`src/rtl/rc_pwm_decoder_if.sv`:
```
// rc_pwm_decoder_if
// Bundles the receiver pulse input and the decoded motor-command outputs.
//   pwm_in      : raw receiver pulse (asynchronous to the decoder clock)
//   speed       : magnitude 0..255
//   direction   : 1 = reverse, 0 = forward/neutral
//   pulse_width : last accepted high time in ticks
//   valid       : one-cycle strobe on every accepted pulse
//   pulse_err   : one-cycle strobe on every rejected pulse
//   signal_lost : level, no accepted pulse for TIMEOUT ticks
// master = pulse source / command consumer, slave = decoder.
interface rc_pwm_decoder_if;
  logic        pwm_in;
  logic [7:0]  speed;
  logic        direction;
  logic [15:0] pulse_width;
  logic        valid;
  logic        pulse_err;
  logic        signal_lost;

  modport master (
    output pwm_in,
    input  speed, direction, pulse_width, valid, pulse_err, signal_lost
  );

  modport slave (
    input  pwm_in,
    output speed, direction, pulse_width, valid, pulse_err, signal_lost
  );
endinterface

```
`src/rtl/rc_pwm_decoder.sv`:
```
// rc_pwm_decoder
// Measures the high time of an RC receiver pulse in prescaled ticks and turns
// it into a speed/direction command. Out-of-range pulses raise pulse_err, and
// signal_lost is raised after TIMEOUT ticks without an accepted pulse.
// Ports:
//   clk_in   : system clock
//   reset_in : synchronous, active-high reset
//   bus      : rc_pwm_decoder_if.slave (pwm_in in, decoded command out)
module rc_pwm_decoder #(
  parameter int CLK_DIV      = 49,
  parameter int PULSE_MIN    = 800,
  parameter int PULSE_MAX    = 2200,
  parameter int PULSE_CENTER = 1500,
  parameter int DEADBAND     = 20,
  parameter int SCALE_SHIFT  = 1,
  parameter int TIMEOUT      = 25000
) (
  input  logic               clk_in,
  input  logic               reset_in,
  rc_pwm_decoder_if.slave    bus
);

  localparam int PW = (CLK_DIV > 0) ? $clog2(CLK_DIV + 1) : 1;
  localparam int TW = (TIMEOUT > 1) ? $clog2(TIMEOUT + 1) : 1;

  localparam logic [PW-1:0] PRESC_MAX = PW'(CLK_DIV);
  localparam logic [TW-1:0] TMO_MAX   = TW'(TIMEOUT);
  localparam logic [15:0]   MIN_W     = 16'(PULSE_MIN);
  localparam logic [15:0]   MAX_W     = 16'(PULSE_MAX);
  localparam logic [15:0]   CTR_W     = 16'(PULSE_CENTER);
  localparam logic [16:0]   DB17      = 17'(DEADBAND);

  typedef enum logic [1:0] {IDLE, ARMED, HIGH} state_e;

  state_e          state_q, state_d;
  logic            sync0_q, s1_q, s1_dly_q;
  logic [1:0]      fill_q;
  logic [PW-1:0]   presc_q, presc_d;
  logic [15:0]     width_q, width_d;
  logic [TW-1:0]   tmo_q, tmo_d;
  logic [7:0]      speed_q, speed_d;
  logic            dir_q, dir_d;
  logic [15:0]     pw_q, pw_d;
  logic            valid_q, valid_d;
  logic            err_q, err_d;
  logic            lost_q, lost_d;

  logic            rise, fall, tick, accept, in_range;
  logic [15:0]     width_fin;
  logic            neg;
  logic [16:0]     mag, beyond, scaled;
  logic [7:0]      conv_speed;
  logic            conv_dir;

  assign rise = ~s1_dly_q & s1_q;
  assign fall = s1_dly_q & ~s1_q;
  assign tick = (presc_q == PRESC_MAX);

  // Include the tick landing on the evaluation edge so an exact multiple of
  // the tick period measures exactly, not one short.
  assign width_fin = (tick && width_q != 16'hFFFF) ? width_q + 16'd1 : width_q;
  assign in_range  = (width_fin >= MIN_W) && (width_fin <= MAX_W);

  // Magnitude around center computed unsigned, sign kept separately.
  always_comb begin
    neg        = (width_fin < CTR_W);
    mag        = neg ? ({1'b0, CTR_W} - {1'b0, width_fin})
                     : ({1'b0, width_fin} - {1'b0, CTR_W});
    beyond     = mag - DB17;
    scaled     = beyond >> SCALE_SHIFT;
    conv_speed = 8'd0;
    conv_dir   = 1'b0;
    if (mag > DB17) begin
      conv_speed = (scaled > 17'd255) ? 8'hFF : scaled[7:0];
      conv_dir   = neg;
    end
  end

  always_comb begin
    state_d = state_q;
    presc_d = tick ? '0 : presc_q + PW'(1);
    width_d = width_q;
    tmo_d   = tmo_q;
    speed_d = speed_q;
    dir_d   = dir_q;
    pw_d    = pw_q;
    valid_d = 1'b0;
    err_d   = 1'b0;
    lost_d  = lost_q;
    accept  = 1'b0;

    unique case (state_q)
      // fill_q holds off the exit until the synchronizer carries real line
      // samples; otherwise its reset zeros would make a line that is already
      // high look like a fresh rise.
      IDLE:  if (fill_q[1] && !s1_q) state_d = ARMED;
      ARMED: if (rise) begin
        presc_d = '0;
        width_d = '0;
        state_d = HIGH;
      end
      HIGH: begin
        if (fall) begin
          state_d = ARMED;
          if (in_range) begin
            accept  = 1'b1;
            valid_d = 1'b1;
            speed_d = conv_speed;
            dir_d   = conv_dir;
            pw_d    = width_fin;
          end else begin
            err_d = 1'b1;
          end
        end else begin
          width_d = width_fin;
        end
      end
      default: state_d = IDLE;
    endcase

    // Accepted pulse beats a timeout landing in the same cycle.
    if (accept) begin
      tmo_d  = '0;
      lost_d = 1'b0;
    end else begin
      if (tick && tmo_q != TMO_MAX) tmo_d = tmo_q + TW'(1);
      if (tmo_d == TMO_MAX) begin
        lost_d  = 1'b1;
        speed_d = 8'd0;
        dir_d   = 1'b0;
      end
    end
  end

  always_ff @(posedge clk_in) begin
    if (reset_in) begin
      sync0_q  <= 1'b0;
      s1_q     <= 1'b0;
      s1_dly_q <= 1'b0;
      fill_q   <= '0;
      state_q  <= IDLE;
      presc_q  <= '0;
      width_q  <= '0;
      tmo_q    <= '0;
      speed_q  <= '0;
      dir_q    <= 1'b0;
      pw_q     <= '0;
      valid_q  <= 1'b0;
      err_q    <= 1'b0;
      lost_q   <= 1'b1;
    end else begin
      sync0_q  <= bus.pwm_in;
      s1_q     <= sync0_q;
      s1_dly_q <= s1_q;
      fill_q   <= {fill_q[0], 1'b1};
      state_q  <= state_d;
      presc_q  <= presc_d;
      width_q  <= width_d;
      tmo_q    <= tmo_d;
      speed_q  <= speed_d;
      dir_q    <= dir_d;
      pw_q     <= pw_d;
      valid_q  <= valid_d;
      err_q    <= err_d;
      lost_q   <= lost_d;
    end
  end

  assign bus.speed       = speed_q;
  assign bus.direction   = dir_q;
  assign bus.pulse_width = pw_q;
  assign bus.valid       = valid_q;
  assign bus.pulse_err   = err_q;
  assign bus.signal_lost = lost_q;

endmodule

```
`src/flat_wrapper.sv`:
```
// flat-port wrapper written by rule: the top's interface ports become plain ports
module rc_pwm_decoder_flat 
#(
  parameter int CLK_DIV      = 49,
  parameter int PULSE_MIN    = 800,
  parameter int PULSE_MAX    = 2200,
  parameter int PULSE_CENTER = 1500,
  parameter int DEADBAND     = 20,
  parameter int SCALE_SHIFT  = 1,
  parameter int TIMEOUT      = 25000
)
  (clk_in, reset_in, bus_pwm_in, bus_speed, bus_direction, bus_pulse_width, bus_valid, bus_pulse_err, bus_signal_lost);
  rc_pwm_decoder_if bus_i ();
  input  logic clk_in;
  input  logic reset_in;
  input wire logic [$bits(bus_i.pwm_in)-1:0] bus_pwm_in;
  output wire logic [$bits(bus_i.speed)-1:0] bus_speed;
  output wire logic [$bits(bus_i.direction)-1:0] bus_direction;
  output wire logic [$bits(bus_i.pulse_width)-1:0] bus_pulse_width;
  output wire logic [$bits(bus_i.valid)-1:0] bus_valid;
  output wire logic [$bits(bus_i.pulse_err)-1:0] bus_pulse_err;
  output wire logic [$bits(bus_i.signal_lost)-1:0] bus_signal_lost;
  assign bus_i.pwm_in = bus_pwm_in;
  assign bus_speed = bus_i.speed;
  assign bus_direction = bus_i.direction;
  assign bus_pulse_width = bus_i.pulse_width;
  assign bus_valid = bus_i.valid;
  assign bus_pulse_err = bus_i.pulse_err;
  assign bus_signal_lost = bus_i.signal_lost;
  rc_pwm_decoder #(.CLK_DIV(CLK_DIV), .PULSE_MIN(PULSE_MIN), .PULSE_MAX(PULSE_MAX), .PULSE_CENTER(PULSE_CENTER), .DEADBAND(DEADBAND), .SCALE_SHIFT(SCALE_SHIFT), .TIMEOUT(TIMEOUT)) u_core (.clk_in(clk_in), .reset_in(reset_in), .bus(bus_i));
endmodule
```
`config.mk`:
```
export PLATFORM = sky130hd
export DESIGN_NAME = rc_pwm_decoder_flat
export DESIGN_NICKNAME = d
export VERILOG_FILES = /design/src/rtl/rc_pwm_decoder_if.sv /design/src/rtl/rc_pwm_decoder.sv /design/src/flat_wrapper.sv
export SDC_FILE = /design/constraint.sdc
export NUM_CORES = 1
export LEC_CHECK = 0
export BUFFER_PORTS_ARGS = -buffer_cell sky130_fd_sc_hd__buf_2
export CORE_MARGIN = 2
export CORE_UTILIZATION = 55
export CTS_CLUSTER_SIZE = 28
export DETAILED_ROUTE_END_ITERATION = 12
export PLACE_DENSITY = 0.81
export SLEW_MARGIN = 20
export SYNTH_ARGS = -nofsm -noshare
export SYNTH_HDL_FRONTEND = slang
export SYNTH_SLANG_ARGS = --single-unit
```
`constraint.sdc`:
```
create_clock -name clk_in -period 5 [get_ports clk_in]
set_clock_uncertainty 0.1 [all_clocks]
set_input_delay 1 -clock clk_in [delete_from_list [all_inputs] [get_ports clk_in]]
set_output_delay 1 -clock clk_in [all_outputs]
set_load 0.01 [all_outputs]
```
==> results.cfg <==
[yosys]
yosysSeqAreaShare_pct = 29.1
ys_types = 83
synth_largest_area_cell = dfxtp_1
synth_nets = 629
synth-main-ff-cell = dfxtp_1
synth_edf_count = 0
synthCells = 614
synthTopCellsByArea = dfxtp_1 (29%), nor2_1 (6.4%), xnor2_1 (5.8%)
ys_top_cells_by_count = nor2_1 (85), dfxtp_1 (72), nand2_1 (57)
avgSynthCellArea_sq_um = 8.06
ys_warn_count = 0
syn-cell-area_sq_mm = 0.00495
synth_top_area_share_pct = 29.1
async_flop_share_pct = 0
synth-seq-cells = 72
yosysMostFrequentCell = nor2_1

[timing]
timing.final.hold_violations = 0
finalCritPeriodShare_pct = 94.8
finalSetupViolations = 0
max_freq_mhz = 211
slew_viol_final = 0
setup_tns_ns = 0
period_needed_ns = 4.74
rsz0062_at_grt = false
tightest_slew_ns = 0.909
max-slew-margin-rel_pct = 39.2

[power]
peakVddDrop_mv = 0.151
power_density_mw_per_mm2 = 201
p_leak_uw = 0.00212

[floorplan]
die_h_um = 98.9
coreArea_sq_mm = 0.00872
core.rowCount = 34
ios = 31
initial_utilization_pct = 56.7
die-area_sq_mm = 0.00977
die_w_um = 98.9

[critical_path]
ff2ff_path_depth = 17
rr_endpoint = u_core.bus.speed[2]
cpMostUsedCell = nand2_1
cp-start-kind = flip-flop
cp.arrival_ns = 4.88
rr_startpoint = u_core.width_q[14]
worstPathMaxFanout = 8
path_class = reg2reg
worstPathCellList = nand4_4 -> or2_2 -> o311ai_4 -> nand2_1 -> inv_1 -> ha_1 -> nand2_1 -> o31ai_1 -> o311ai_1 -> a41o_1 -> o211a_1 -> o32a_1 -> nand2b_1 -> a21oi_1 -> a31o_4 -> a41o_4 -> o211ai_2
r2r_slack_ns = 0.26
timing.critical_path.required_ns = 5.14
cpPeakStageDelay_ns = 0.45
crit_path_end_kind = flip-flop
critPathSlowestCell = dfxtp_1

[final_layout]
drive_gt1_share_pct = 16.5
syn_to_final_growth_pct = 8.90
nNetsFinal = 653
fillers = 780
stdcell_count = 750
num_antenna_cells = 0

[clock_network]
hold_buffers = 0
cts_tree = done
cts_setup_buffers = 0
ctsHtreeMaxLevel = 3
clk_path_buf_depth = 2
cts-buffers-inserted = 9
cts.sink_count = 72
clk_latency_ns = 0.36
path_clk_slew_ns = 0.08
cts_resized = 0
cts-root-buf = clkbuf_8

[routing]
firstDrtPassIters = 5
drt-total-wl_um = 12600
dr_total_vias = 4765
drc = 0
wl_per_cell_um = 16.8
postRouteAntennaNets = 0
initialDrtViolationCount = 430
post_drt_via_cell_ratio = 6.35

[placed_design]
dp.cells = 735
hpwlAfterDp_um = 9500
gp_congestion = 0.980
port_buffers = 30

[worst_hold_path]
hold_start = u_core.fill_q[0]
whs_endpoint = u_core.fill_q[1]
hp-class = reg2reg
hold_depth = 1

[grt]
grt_pass1_wl_um = 21300
antenna_found_initial = 0
grt_overflow_total = 0
grt_pass1_vias = 4458
grt_usage_pct = 26.2
grt_start_max_net_pins = 28

[outcome]
status = finished clean

[flow_run]
max-cap-violations = 0
[state kept, by name, indices dropped and copies added (netlist names), 2 cells and up]
| register | count |
|---|---|
| u_core.bus.pulse_width | 16 |
| u_core.width_q | 16 |
| u_core.tmo_q | 15 |
| u_core.bus.speed | 8 |
| u_core.presc_q | 6 |
| u_core.fill_q | 2 |
| u_core.state_q | 2 |
[report_power, final]
group          switching (uW)  internal (uW)  leakage (uW)  total (uW)
Combinational            41.1           19.9       0.00145        61.0
Sequential               5.19            579      0.000584         584
Clock                     235            206     0.0000878         440
[layer usage]
layer  global-route usage [%]  vias up  wire length (um)
met4                     10.7        0               365
met2                     42.4      225              5780
met1                     35.0     2220              5580
met5                        0        -                 0
met3                     3.83       40               882
li1                         -     2280                 -
[final cells by class]
class                      instances  area, sq um  area share [%]
sequential                        72         1450            26.9
clock buffer                      11          151            2.81
tap                              108          135            2.51
timing repair buffer              44          255            4.74
clock inverter                     4         28.8           0.534
multi-input combinational        493         3300            61.3
inverter                          18         67.6            1.25
[worst max-delay path: cells and delay by family (launching register included)]
kind                       cells  cell delay [ns]
and+or+nand+nor                5             1.09
adders and majority gates      1             0.29
buffers and inverters          1             0.22
DFF                            1             0.45
AOI/OAI and AO/OA             10             2.44
[kinds of logic (layout without fill, tap and decap cells)]
| kind of cell | Yosys count | count (layout) | synth area share [%] |
|---|---|---|---|
| DFF | 72 | 72 | 29.1 |
| buffers and inverters | 49 | 77 | 4.30 |
| and+or+nand+nor | 280 | 280 | 30.3 |
| adders and majority gates | 12 | 12 | 3.03 |
| AOI/OAI and AO/OA | 150 | 150 | 23.8 |
| xor gates and xnor gates | 40 | 40 | 7.08 |
| muxes | 11 | 11 | 2.38 |
[worst max-delay path by stage]
stage / cells past startpoint / slack [ns] / end / startpoint
2_1_floorplan: 19 / 0.73 / u_core.bus.speed[2] / u_core.width_q[13]
3_3_place_gp: 15 / 0.37 / u_core.bus.speed[6] / u_core.width_q[0]
3_5_place_dp: 17 / 0.11 / u_core.bus.speed[2] / u_core.presc_q[0]
4_1_cts: 17 / 0.08 / u_core.bus.speed[2] / u_core.presc_q[0]
5_1_grt: 17 / 0.005 / u_core.bus.speed[2] / u_core.width_q[15]
6_report: 17 / 0.26 / u_core.bus.speed[2] / u_core.width_q[14]
[per-stage QoR]
stage          power [uW]  setup slack (ns)  instance area [sq um]  util, %  hold slack [ns]
2_1_floorplan         645             0.725                   4950        -            0.314
3_3_place_gp          655             0.371                   5190     59.6            0.318
3_5_place_dp          658             0.111                   5190     59.6            0.326
4_1_cts              1090            0.0751                   5370     61.6            0.344
5_1_grt              1120           0.00463                   5390     61.8            0.367
6_report             1090             0.260                   5390     61.8            0.341
[cell usage in the layout, fill, tap and decap left out, types with 11 or more instances in the layout]
| master | instances |
|---|---|
| inv_1 | 18 |
| dfxtp_1 | 67 |
| nand2_1 | 57 |
| nor2_1 | 85 |
| nand3_1 | 31 |
| buf_4 | 14 |
| nor2b_1 | 13 |
| o21ai_0 | 23 |
| a21oi_1 | 34 |
| xnor2_1 | 33 |
| buf_2 | 30 |
| clkbuf_8 | 11 |
| nor3_1 | 12 |
| ha_1 | 12 |
No activity file was read; power rests on OpenSTA's default activity.
